### src/rtl/move_replayer_if.sv
// -----------------------------------------------------------------------------
// move_replayer_if
//  Output stream from the move replayer to the display/UART stage.
//  One board per valid/ready handshake.
//  Signals:
//   out_state  [17:0]  board after step_idx moves (3 bits per cell, 6 cells)
//   step_idx   [4:0]   number of moves applied to out_state
//   out_valid          out_state/step_idx/out_last are valid
//   out_ready          sink accepts when out_valid & out_ready
//   out_last           high with the final board of the replay
//  Modports: master (replayer side), slave (sink side).
// -----------------------------------------------------------------------------
interface move_replayer_if;
   logic [17:0] out_state;
   logic [4:0]  step_idx;
   logic        out_valid;
   logic        out_ready;
   logic        out_last;

   modport master (
      output out_state,
      output step_idx,
      output out_valid,
      output out_last,
      input  out_ready
   );

   modport slave (
      input  out_state,
      input  step_idx,
      input  out_valid,
      input  out_last,
      output out_ready
   );
endinterface

### src/rtl/move_replayer.sv
// -----------------------------------------------------------------------------
// move_replayer
//  Replays a solver's move list on the 2x3 sliding-tile board. On a rising edge
//  of i_comp the move order, move count and start board are captured, then every
//  intermediate board (start board included) is emitted on out_if, one per
//  handshake. Cell i = 3*row + col sits at bits [3i+2:3i]; tile 0 is the blank.
//  Move codes move the blank: 00 up, 01 right, 10 down, 11 left.
//
//  Optional feature macro: MOVE_REPLAY_GOAL_CHECK_EN
//   defined   : on the last accept the final board is compared with GOAL;
//               mismatch ends in the error state with no done pulse.
//   undefined : no comparison, the last accept always completes normally.
//
//  Ports:
//   clk            clock
//   rst_n          synchronous active-low reset
//   i_start_state  start board, bits [17:0] used
//   i_comp         solver-complete flag, replay starts on its 0->1 edge
//   i_cnt          move count, n = min(i_cnt[4:0], MAX_MOVES)
//   i_ord          packed move list, move k at [2k+1:2k]
//   out_if         board stream (master modport)
//   o_busy         replay in progress (not idle, not in error)
//   o_done         one-cycle pulse after the final board is accepted
//   o_err          sticky illegal-move / no-blank / goal-mismatch flag
// -----------------------------------------------------------------------------
module move_replayer #(
   parameter int          MAX_MOVES = 20,
   parameter logic [17:0] GOAL      = 18'o543210
) (
   input  logic            clk,
   input  logic            rst_n,
   input  logic [25:0]     i_start_state,
   input  logic            i_comp,
   input  logic [25:0]     i_cnt,
   input  logic [43:0]     i_ord,
   move_replayer_if.master out_if,
   output logic            o_busy,
   output logic            o_done,
   output logic            o_err
);
   localparam int         ORD_W = 2 * MAX_MOVES;
   localparam logic [4:0] MAX_N = 5'(MAX_MOVES);

   typedef enum logic [2:0] {
      S_IDLE, S_LOAD, S_EMIT, S_APPLY, S_DONE, S_ERR
   } state_t;

   state_t           r_state;
   logic             r_comp_q;
   logic             r_comp_armed;
   logic [ORD_W-1:0] r_ord;
   logic [4:0]       r_n;
   logic [17:0]      r_board;
   logic [2:0]       r_blank;
   logic [4:0]       r_step;
   logic             r_valid;
   logic             r_last;
   logic             r_busy;
   logic             r_done;
   logic             r_err;

   logic             w_comp_rise;
   logic             w_accept;
   logic [4:0]       w_n;
   logic [5:0]       w_is_blank;
   logic             w_blank_found;
   logic [2:0]       w_blank_pos;
   logic [ORD_W-1:0] w_ord_sh;
   logic [1:0]       w_move;
   logic             w_row1;
   logic [2:0]       w_col;
   logic             w_legal;
   logic [2:0]       w_target;
   logic [2:0]       w_tgt_tile;
   logic [17:0]      w_next_board;
   logic             w_goal_ok;
   logic [3:0]       w_unused_bits;

   // The edge register only becomes trustworthy one cycle after reset, so a comp
   // that is already high when reset releases is not mistaken for a new edge.
   assign w_comp_rise = i_comp & ~r_comp_q & r_comp_armed;
   assign w_accept    = r_valid & out_if.out_ready;
   assign w_n         = (i_cnt[4:0] > MAX_N) ? MAX_N : i_cnt[4:0];

   // Blank search on the incoming start board; lowest blank cell wins.
   for (genvar gi = 0; gi < 6; gi++) begin : g_blank
      assign w_is_blank[gi] = (i_start_state[3*gi +: 3] == 3'd0);
   end
   assign w_blank_found = |w_is_blank;

   always_comb begin
      w_blank_pos = 3'd0;
      for (int i = 5; i >= 0; i--) begin
         if (w_is_blank[i]) w_blank_pos = 3'(i);
      end
   end

   // Current move and its legality against the blank's row/column.
   assign w_ord_sh = r_ord >> {r_step, 1'b0};
   assign w_move   = w_ord_sh[1:0];
   assign w_row1   = (r_blank >= 3'd3);
   assign w_col    = w_row1 ? (r_blank - 3'd3) : r_blank;

   always_comb begin
      w_legal  = 1'b0;
      w_target = r_blank;
      case (w_move)
         2'b00:   begin w_legal = w_row1;          w_target = r_blank - 3'd3; end
         2'b01:   begin w_legal = (w_col != 3'd2); w_target = r_blank + 3'd1; end
         2'b10:   begin w_legal = ~w_row1;         w_target = r_blank + 3'd3; end
         default: begin w_legal = (w_col != 3'd0); w_target = r_blank - 3'd1; end
      endcase
   end

   always_comb begin
      w_tgt_tile = 3'd0;
      for (int i = 0; i < 6; i++) begin
         if (w_target == 3'(i)) w_tgt_tile = r_board[3*i +: 3];
      end
   end

   // Swap: the target cell becomes blank, the old blank takes the target's tile.
   for (genvar gi = 0; gi < 6; gi++) begin : g_swap
      assign w_next_board[3*gi +: 3] = (w_target == 3'(gi)) ? 3'd0 :
                                       (r_blank  == 3'(gi)) ? w_tgt_tile :
                                                              r_board[3*gi +: 3];
   end

`ifdef MOVE_REPLAY_GOAL_CHECK_EN
   assign w_goal_ok = (r_board == GOAL);
`else
   assign w_goal_ok = 1'b1;
`endif

   assign w_unused_bits = {^i_start_state[25:18], ^i_cnt[25:5], ^i_ord[43:ORD_W], ^GOAL};

   always_ff @(posedge clk) begin
      if (!rst_n) begin
         r_state      <= S_IDLE;
         r_comp_q     <= 1'b0;
         r_comp_armed <= 1'b0;
         r_ord        <= '0;
         r_n          <= '0;
         r_board      <= '0;
         r_blank      <= '0;
         r_step       <= '0;
         r_valid      <= 1'b0;
         r_last       <= 1'b0;
         r_busy       <= 1'b0;
         r_done       <= 1'b0;
         r_err        <= 1'b0;
      end else begin
         r_comp_q     <= i_comp;
         r_comp_armed <= 1'b1;
         r_done       <= 1'b0;
         case (r_state)
            S_IDLE: begin
               if (w_comp_rise) begin
                  r_state <= S_LOAD;
                  r_busy  <= 1'b1;
               end
            end
            S_LOAD: begin
               r_ord   <= i_ord[ORD_W-1:0];
               r_n     <= w_n;
               r_board <= i_start_state[17:0];
               r_blank <= w_blank_pos;
               r_step  <= '0;
               if (w_blank_found) begin
                  r_state <= S_EMIT;
                  r_valid <= 1'b1;
                  r_last  <= (w_n == 5'd0);
               end else begin
                  r_state <= S_ERR;
                  r_err   <= 1'b1;
                  r_busy  <= 1'b0;
               end
            end
            S_EMIT: begin
               if (w_accept) begin
                  r_valid <= 1'b0;
                  r_last  <= 1'b0;
                  if (!r_last) begin
                     r_state <= S_APPLY;
                  end else if (w_goal_ok) begin
                     r_state <= S_DONE;
                     r_done  <= 1'b1;
                  end else begin
                     r_state <= S_ERR;
                     r_err   <= 1'b1;
                     r_busy  <= 1'b0;
                  end
               end
            end
            S_APPLY: begin
               if (w_legal) begin
                  r_board <= w_next_board;
                  r_blank <= w_target;
                  r_step  <= r_step + 5'd1;
                  r_valid <= 1'b1;
                  r_last  <= ((r_step + 5'd1) == r_n);
                  r_state <= S_EMIT;
               end else begin
                  r_state <= S_ERR;
                  r_err   <= 1'b1;
                  r_busy  <= 1'b0;
               end
            end
            S_DONE: begin
               r_state <= S_IDLE;
               r_busy  <= 1'b0;
            end
            S_ERR: begin
               if (w_comp_rise) begin
                  r_state <= S_LOAD;
                  r_err   <= 1'b0;
                  r_busy  <= 1'b1;
               end
            end
            default: begin
               r_state <= S_IDLE;
               r_busy  <= 1'b0;
            end
         endcase
      end
   end

   assign out_if.out_state = r_board;
   assign out_if.step_idx  = r_step;
   assign out_if.out_valid = r_valid;
   assign out_if.out_last  = r_last;
   assign o_busy           = r_busy;
   assign o_done           = r_done;
   assign o_err            = r_err;
endmodule

### src/flat_wrapper.sv
// flat-port wrapper written by rule: the top's interface ports become plain ports
module move_replayer_flat 
#(
   parameter int          MAX_MOVES = 20,
   parameter logic [17:0] GOAL      = 18'o543210
)
  (clk, rst_n, i_start_state, i_comp, i_cnt, i_ord, o_busy, o_done, o_err, out_if_out_state, out_if_step_idx, out_if_out_valid, out_if_out_last, out_if_out_ready);
  move_replayer_if out_if_i ();
  input  logic clk;
  input  logic rst_n;
  input  logic [25:0] i_start_state;
  input  logic i_comp;
  input  logic [25:0] i_cnt;
  input  logic [43:0] i_ord;
  output logic o_busy;
  output logic o_done;
  output logic o_err;
  output wire logic [$bits(out_if_i.out_state)-1:0] out_if_out_state;
  output wire logic [$bits(out_if_i.step_idx)-1:0] out_if_step_idx;
  output wire logic [$bits(out_if_i.out_valid)-1:0] out_if_out_valid;
  output wire logic [$bits(out_if_i.out_last)-1:0] out_if_out_last;
  input wire logic [$bits(out_if_i.out_ready)-1:0] out_if_out_ready;
  assign out_if_out_state = out_if_i.out_state;
  assign out_if_step_idx = out_if_i.step_idx;
  assign out_if_out_valid = out_if_i.out_valid;
  assign out_if_out_last = out_if_i.out_last;
  assign out_if_i.out_ready = out_if_out_ready;
  move_replayer #(.MAX_MOVES(MAX_MOVES), .GOAL(GOAL)) u_core (.clk(clk), .rst_n(rst_n), .i_start_state(i_start_state), .i_comp(i_comp), .i_cnt(i_cnt), .i_ord(i_ord), .out_if(out_if_i), .o_busy(o_busy), .o_done(o_done), .o_err(o_err));
endmodule
### config.mk
export PLATFORM = sky130hd
export DESIGN_NAME = move_replayer_flat
export DESIGN_NICKNAME = d
export VERILOG_FILES = /design/src/rtl/move_replayer_if.sv /design/src/rtl/move_replayer.sv /design/src/flat_wrapper.sv
export SDC_FILE = /design/constraint.sdc
export NUM_CORES = 1
export LEC_CHECK = 0
export CAP_MARGIN = 20
export CELL_PAD_IN_SITES_DETAIL_PLACEMENT = 1
export CELL_PAD_IN_SITES_GLOBAL_PLACEMENT = 1
export CORE_MARGIN = 1
export CORE_UTILIZATION = 36
export CTS_CLUSTER_DIAMETER = 150
export CTS_CLUSTER_SIZE = 10
export DETAILED_ROUTE_END_ITERATION = 8
export GPL_TIMING_DRIVEN = 1
export PLACE_DENSITY = 0.91
export SLEW_MARGIN = 20
export SYNTH_ARGS = -nofsm -noshare
export SYNTH_HDL_FRONTEND = slang
export SYNTH_SLANG_ARGS = --single-unit
### constraint.sdc
create_clock -name clk -period 5.5 [get_ports clk]
set_input_delay 1.1 -clock clk [delete_from_list [all_inputs] [get_ports clk]]
set_output_delay 1.1 -clock clk [all_outputs]
set_load 0.03 [all_outputs]
==> flow_summary.ini, run 1 <==
[place]
placedCellCount = 811
gp_congestion = 0.916
hpwl_um = 11800
port_buffers = 94
dpl-instance-area_um2 = 5750

[route]
routedWlPerCell_um = 19.9
vias = 4790
wl_um = 16500
drt-initial-drc-count = 300
drc = 0
ant_nets = 0
first_pass_iters = 4
via_per_inst = 5.79

[final_layout]
layout_common_cells = 114 x nand2_1, 94 x clkdlybuf4s50_1, 81 x dfxtp_1, 72 x a21oi_1, 26 x nor2_1
layout_commonest_cell = nand2_1
fillCellCount = 1543
finalNetCount = 762
antenna-diode-count = 0
fin_area_um2 = 6080
drive_above_1_share_pct = 8.24
finalNonFillerCells = 827
area_delta_synth_final_pct = 28.3

[yosys]
synth_edf_count = 0
ys.flop_type = dfxtp_1
synth.distinct_cells = 73
ys_seq_area_share_pct = 34.2
syn-num-nets = 688
ys_ff_latch = 81
asyncSetResetFlopFracSynth_pct = 0
syn_inst = 576
postSynthAreaPerCell_um2 = 8.23
syn-cell-area_um2 = 4740
ys.warnings.count = 0

[cts]
clk_latency_ns = 0.36
clock_sinks = 81
cts_made_buffers = 9
hold_buffers = 0
cts.clk_slew.worst_paths_ns = 0.06
cts_tree = yes
root_buffer = clkbuf_16
h-tree-depth = 3
cts_resized = 0
clockBufferDepth = 2
post-cts-setup-buffers = 0

[power]
peakVddDrop_mv = 0.159
p_int_w = 0.00119
p_leak_nw = 2.08
p_sw_share_pct = 30.8
powerDensity_nw_per_um2 = 283
comb_power_share_pct = 22.2
power_frac_clock_pct = 39.8
pwr-share-seq_pct = 38.0
switching_power_w = 0.000530

[sta]
final_hold_viol_count = 0
layout_worst_path_cycle_share_pct = 90.5
finalSetupViolations = 0
tns_ns = 0
worstMarginPinSlew_ns = 1.04
hold_ws_ns = 0.457
max_freq_mhz = 201
final_max_slew_viol_count = 0
slew_headroom_pct = 30.7
finalCriticalPeriod_ns = 4.98
skew_ns = 0.00624
rsz0062_at_grt = no

[critical_path]
path_class = reg2reg
r2r_cells = 14
cp.arrival_ns = 5.24
r2r_slack_ns = 0.52
cp-end-kind = flop
rr_endpoint = u_core.out_if.out_state[15]
crit_required_ns = 5.76
path_max_fanout = 11
worstSetupStartpointType = flop
rr_startpoint = u_core.out_if.step_idx[0]
crit_path_start = u_core.out_if.step_idx[0]
cp-endpoint = u_core.out_if.out_state[15]

[die]
start_util_pct = 37.2
core_area_um2 = 12700
fp.dieW_um = 117
fp-row-count = 41
die_h_um = 117
die-area_um2 = 13600
io_pins = 128

[grt]
antenna_found_initial = 0
grt_max_degree = 55
first_global_vias = 5039
overflow = 0
grt_usage_pct = 25.0
grt_pass1_wl_um = 25700

[hold_path]
worstHoldPathType = reg2reg

[run]
drv_cap = 0

[outcome]
status = finished, final reports clean
==> metrics by stage <==
step	utilization, %	power (W)	setup slack, ns
6_report	47.8	0.00172	0.521
5_1_grt	47.8	0.00178	0.159
4_1_cts	47.8	0.00172	0.550
3_5_place_dp	45.2	0.00104	0.678
3_3_place_gp	45.2	0.00103	0.840
2_1_floorplan	-	0.000891	1.38
==> registers in the layout (all words and copies together), names as in the netlist <==
| signal | cells |
|---|---|
| u_core.o_err | 1 |
| u_core.r_blank | 3 |
| u_core.o_done | 1 |
| u_core.out_if.step_idx | 5 |
| u_core.out_if.out_valid | 1 |
| u_core.r_comp_armed | 1 |
| u_core.r_ord | 40 |
| u_core.out_if.out_last | 1 |
| u_core.o_busy | 1 |
| u_core.r_n | 5 |
| u_core.r_comp_q | 1 |
| u_core.r_state | 3 |
| u_core.out_if.out_state | 18 |
==> cells in the mapped netlist (4+ instances only) <==
cell type / count / area, µm²
a22oi_1: 5 / 37.5
nand4_1: 6 / 37.5
buf_6: 4 / 45.0
buf_4: 5 / 37.5
xor2_1: 4 / 35.0
xnor2_1: 7 / 61.3
o221ai_1: 5 / 43.8
and2_1: 6 / 37.5
o21ai_1: 11 / 55.1
or3_1: 6 / 37.5
nand3b_1: 8 / 60.1
mux4_2: 10 / 225
o21ai_0: 22 / 110
nor2b_1: 6 / 37.5
nor2_1: 26 / 97.6
a211oi_1: 6 / 45.0
buf_1: 5 / 18.8
a21oi_1: 72 / 360
nor3_1: 11 / 55.1
o211ai_1: 9 / 67.6
clkbuf_1: 20 / 75.1
ha_1: 11 / 138
dfxtp_1: 81 / 1620
nand2_1: 114 / 428
mux2i_1: 9 / 90.1
nand3_1: 9 / 45.0
a41oi_1: 7 / 61.3
inv_1: 12 / 45.0
a31oi_1: 12 / 75.1
nand2b_1: 4 / 25.0
==> worst max-delay path, cell delays in order (launching register included) <==
cell	delay (ns)
dfxtp_1	0.81
mux4_2	0.59
mux2i_1	0.18
o21ai_0	0.13
o21ai_0	0.40
inv_1	0.13
ha_1	0.23
inv_1	0.09
fa_1	0.40
nor2b_1	0.27
o31a_1	0.33
o211ai_1	0.34
nor2_1	0.42
o211ai_1	0.22
a311oi_1	0.34
==> layout make-up <==
class	count	area, µm²	area share, %
Tap cell	172	215	3.54
Clock buffer	11	243	3.99
Timing Repair Buffer	100	986	16.2
Sequential cell	81	1620	26.7
Inverter	12	45.0	0.741
Clock inverter	5	85.1	1.40
Multi-Input combinational cell	446	2890	47.4
==> per-layer routing <==
metal / global-route usage (%) / up-vias / share of wire (%)
met5: 0 / - / 0
li1: - / 2238 / -
met4: 10.4 / 0 / 2.8
met2: 43.7 / 146 / 49
met1: 29.3 / 2367 / 43
met3: 5.92 / 39 / 5.0
==> kinds of logic (layout without fill, tap and decap cells) <==
kind of cell	after synthesis	count (layout)	synth area share [%]
AOI/OAI and AO/OA	189	189	27.2
buffers and inverters	49	128	4.99
and+or+nand+nor	215	215	21.6
DFF	81	81	34.2
xor gates and xnor gates	11	11	2.03
adders and majority gates	12	12	3.33
muxes	19	19	6.65
==> worst min-delay path by stage <==
| stage | slack (ns) | cells past startpoint | from | to |
|---|---|---|---|---|
| floorplan | 0.43 | 2 | u_core.r_ord[12] | u_core.r_ord[12] |
| global placement | 0.44 | 2 | u_core.r_ord[0] | u_core.r_ord[0] |
| detailed placement | 0.45 | 2 | u_core.r_ord[37] | u_core.r_ord[37] |
| CTS | 0.46 | 2 | u_core.r_ord[37] | u_core.r_ord[37] |
| global route | 0.47 | 2 | u_core.r_ord[14] | u_core.r_ord[14] |
| finish | 0.46 | 2 | u_core.r_ord[37] | u_core.r_ord[37] |
==> power groups by stage <==
stage               sequential, W  clock [W]  combinational, W
floorplan                0.000677          0          0.000214
global placement         0.000663          0          0.000364
detailed placement       0.000665          0          0.000377
CTS                      0.000653   0.000689          0.000380
global route             0.000657   0.000712          0.000411
finish                   0.000654   0.000684          0.000382
No activity file was read; power rests on OpenSTA's default activity.
==> inputs of run 2 (changes only) <==
--- a/config.mk
+++ b/config.mk
@@ -5,16 +5,17 @@
 export SDC_FILE = /design/constraint.sdc
 export NUM_CORES = 1
 export LEC_CHECK = 0
+export ABC_AREA = 1
 export CAP_MARGIN = 20
 export CELL_PAD_IN_SITES_DETAIL_PLACEMENT = 1
 export CELL_PAD_IN_SITES_GLOBAL_PLACEMENT = 1
 export CORE_MARGIN = 1
-export CORE_UTILIZATION = 36
+export CORE_UTILIZATION = 33
 export CTS_CLUSTER_DIAMETER = 150
 export CTS_CLUSTER_SIZE = 10
 export DETAILED_ROUTE_END_ITERATION = 8
 export GPL_TIMING_DRIVEN = 1
-export PLACE_DENSITY = 0.91
+export PLACE_DENSITY = 0.9
 export SLEW_MARGIN = 20
 export SYNTH_ARGS = -nofsm -noshare
 export SYNTH_HDL_FRONTEND = slang
==> flow_summary.ini, run 2 <==
[die]
start_util_pct = 33.8
fp.dieW_um = 121
die_h_um = 121
die-area_um2 = 14600
io_pins = 128
fp-row-count = 43
core_area_um2 = 13800

[place]
gp_congestion = 0.831
hpwl_um = 10200
port_buffers = 94
dpl-instance-area_um2 = 5720

[sta]
max_freq_mhz = 235
slew_headroom_pct = 54.0
finalSetupViolations = 0
final_hold_viol_count = 0
worstMarginPinSlew_ns = 0.689
final_max_slew_viol_count = 0
tns_ns = 0
hold_ws_ns = 0.453
skew_ns = 0.00535
rsz0062_at_grt = no
finalCriticalPeriod_ns = 4.26
layout_worst_path_cycle_share_pct = 77.4

[final_layout]
layout_common_cells = 136 x nand2_1, 112 x nor2_1, 99 x inv_1, 93 x clkdlybuf4s50_1, 81 x dfxtp_1
layout_commonest_cell = nand2_1
fin_area_um2 = 6000
drive_above_1_share_pct = 7.70
fillCellCount = 1782
area_delta_synth_final_pct = 28.4
top_register = u_core.r_ord
finalNetCount = 912
antenna-diode-count = 0
largest_reg_flops = 40

[yosys]
asyncSetResetFlopFracSynth_pct = 0
yosysTopAreaCellShare_pct = 34.7
synthTopCellsByArea = dfxtp_1 35%, nand2_1 11%, nor2_1 9.0%
syn-cell-area_um2 = 4670
ys.warnings.count = 0
syn_inst = 720
syn-num-nets = 832
synth.distinct_cells = 39
ys_ff_latch = 81
ys_seq_area_share_pct = 34.7
yosysTopAreaCell = dfxtp_1
synth_common_cells = 136 x nand2_1, 112 x nor2_1, 99 x inv_1
postSynthAreaPerCell_um2 = 6.49
synth_edf_count = 0
ys.flop_type = dfxtp_1
yosysMostFrequentCell = nand2_1

[cts]
clk_latency_ns = 0.34
clockBufferDepth = 2
h-tree-depth = 3
cts_made_buffers = 9
cts.clk_slew.worst_paths_ns = 0.07
hold_buffers = 0
root_buffer = clkbuf_16
post-cts-setup-buffers = 0
clock_sinks = 81
cts_resized = 0
cts_tree = yes

[route]
drt-initial-drc-count = 312
via_per_inst = 4.92
drc = 0
ant_nets = 0
wl_um = 14100
vias = 4851
first_pass_iters = 5
routedWlPerCell_um = 14.3

[critical_path]
cp.arrival_ns = 4.52
worstSetupStartpointType = flop
path_max_fanout = 18
path_delay_family = simple AND/OR/NAND/NOR gates
cp_slowest_cell = dfxtp_1
path_class = reg2reg
cp.buffers_inverters = 4
max_stage_delay_ns = 0.71
worst_path_most_repeated_cell = nand2_1
cp-end-kind = flop
crit_chain = inv_1 > nor2_1 > o21ai_0 > nand2_1 > nand3_1 > a22oi_1 > inv_1 > ha_1 > inv_1 > fa_1 > inv_1 > nand2_1 > nand3_2 > nand2_2 > nor2_1 > nand2_1 > nand3_1 > nand2_1 > nand4_2 > nand2_1 > a21oi_1
crit_required_ns = 5.77

[power]
powerDensity_nw_per_um2 = 345
p_leak_nw = 2.58
p_total_w = 0.00207
peakVddDrop_mv = 0.215

[grt]
grt_usage_pct = 20.4
grt-busiest-layer = met2
grtUsageMet2_pct = 36.2
met3_usage_pct = 4.28
grt_pass1_wl_um = 23500
grt_max_degree = 68
met1_usage_pct = 24.4
first_global_vias = 4911
overflow = 0
antenna_found_initial = 0

[run]
drv_cap = 0

[outcome]
status = finished, final reports clean

[hold_path]
worstHoldPathType = reg2reg
[run 2: cell count changes in the layout (fill, tap and decap cells not counted), moves of 7 or more]
cell,change
a21oi_2,+9
nand2_2,+7
o211ai_1,-8
mux4_2,-10
inv_1,+87
o21ai_1,-9
a31oi_1,-12
a41oi_1,-7
o21ai_0,+56
nand3_1,+30
nor2_1,+86
nand2_1,+22
mux2i_1,-9
nand3b_1,-8
[run 2: worst reg2reg max path: cells and delay by family (launching register included)]
kind / cells / cell delay, ns
AND/OR/NAND/NOR: 12 / 1.60
AO/OA/AOI/OAI: 3 / 0.60
flip-flops: 1 / 0.71
adder cells (fa/ha/maj): 2 / 0.58
buffers and inverters: 4 / 0.69
[run 2: area by class of cell]
type / instances / area, µm² / area share [%]
Clock buffer: 10 / 229 / 3.82
Clock inverter: 6 / 50.0 / 0.834
Inverter: 104 / 393 / 6.55
Multi-Input combinational cell: 506 / 2510 / 41.9
Sequential cell: 81 / 1620 / 27.0
Tap cell: 180 / 225 / 3.75
Timing Repair Buffer: 98 / 966 / 16.1
[run 2: cells by family after synthesis]
logic type | Yosys count | share of synthesized area (%)
flip-flops | 81 | 34.7
XOR/XNOR | 5 | 0.937
AO/OA/AOI/OAI | 168 | 20.0
buffers and inverters | 133 | 11.5
adder cells (fa/ha/maj) | 12 | 3.37
AND/OR/NAND/NOR | 321 | 29.5
[run 2: power by group]
part / switching (W) / internal, W / total [W]
clock: 0.000270 / 0.000312 / 0.000582
combinational: 0.000501 / 0.000260 / 0.000761
sequential: 0.0000579 / 0.000671 / 0.000729
total: 0.000829 / 0.00124 / 0.00207
[run 2: final timing paths]
check	slack [ns]	endpoint	cells after the start	from
worst max-delay path	1.24	u_core.out_if.out_state[10]	21	u_core.out_if.step_idx[0]
worst min-delay path	0.45	u_core.r_ord[19]	2	u_core.r_ord[19]
worst max register to register	1.24	u_core.out_if.out_state[10]	21	u_core.out_if.step_idx[0]
worst min register to register	0.45	u_core.r_ord[19]	2	u_core.r_ord[19]
[run 2: routing by layer]
metal | part of all wire, % | routed length, µm
met2 | 50 | 7080
met3 | 4.4 | 622
met1 | 44 | 6150
met4 | 1.5 | 208
met5 | 0 | 0
[run 2: stage by stage]
| step | worst slack (ns) | utilization, % | cells |
|---|---|---|---|
| after floorplan | 1.97 | - | 720 |
| after global placement | 1.45 | 41.4 | 969 |
| after detailed placement | 1.35 | 41.4 | 969 |
| after CTS | 1.26 | 43.4 | 985 |
| after global routing | 0.723 | 43.4 | 985 |
| final | 1.24 | 43.4 | 985 |
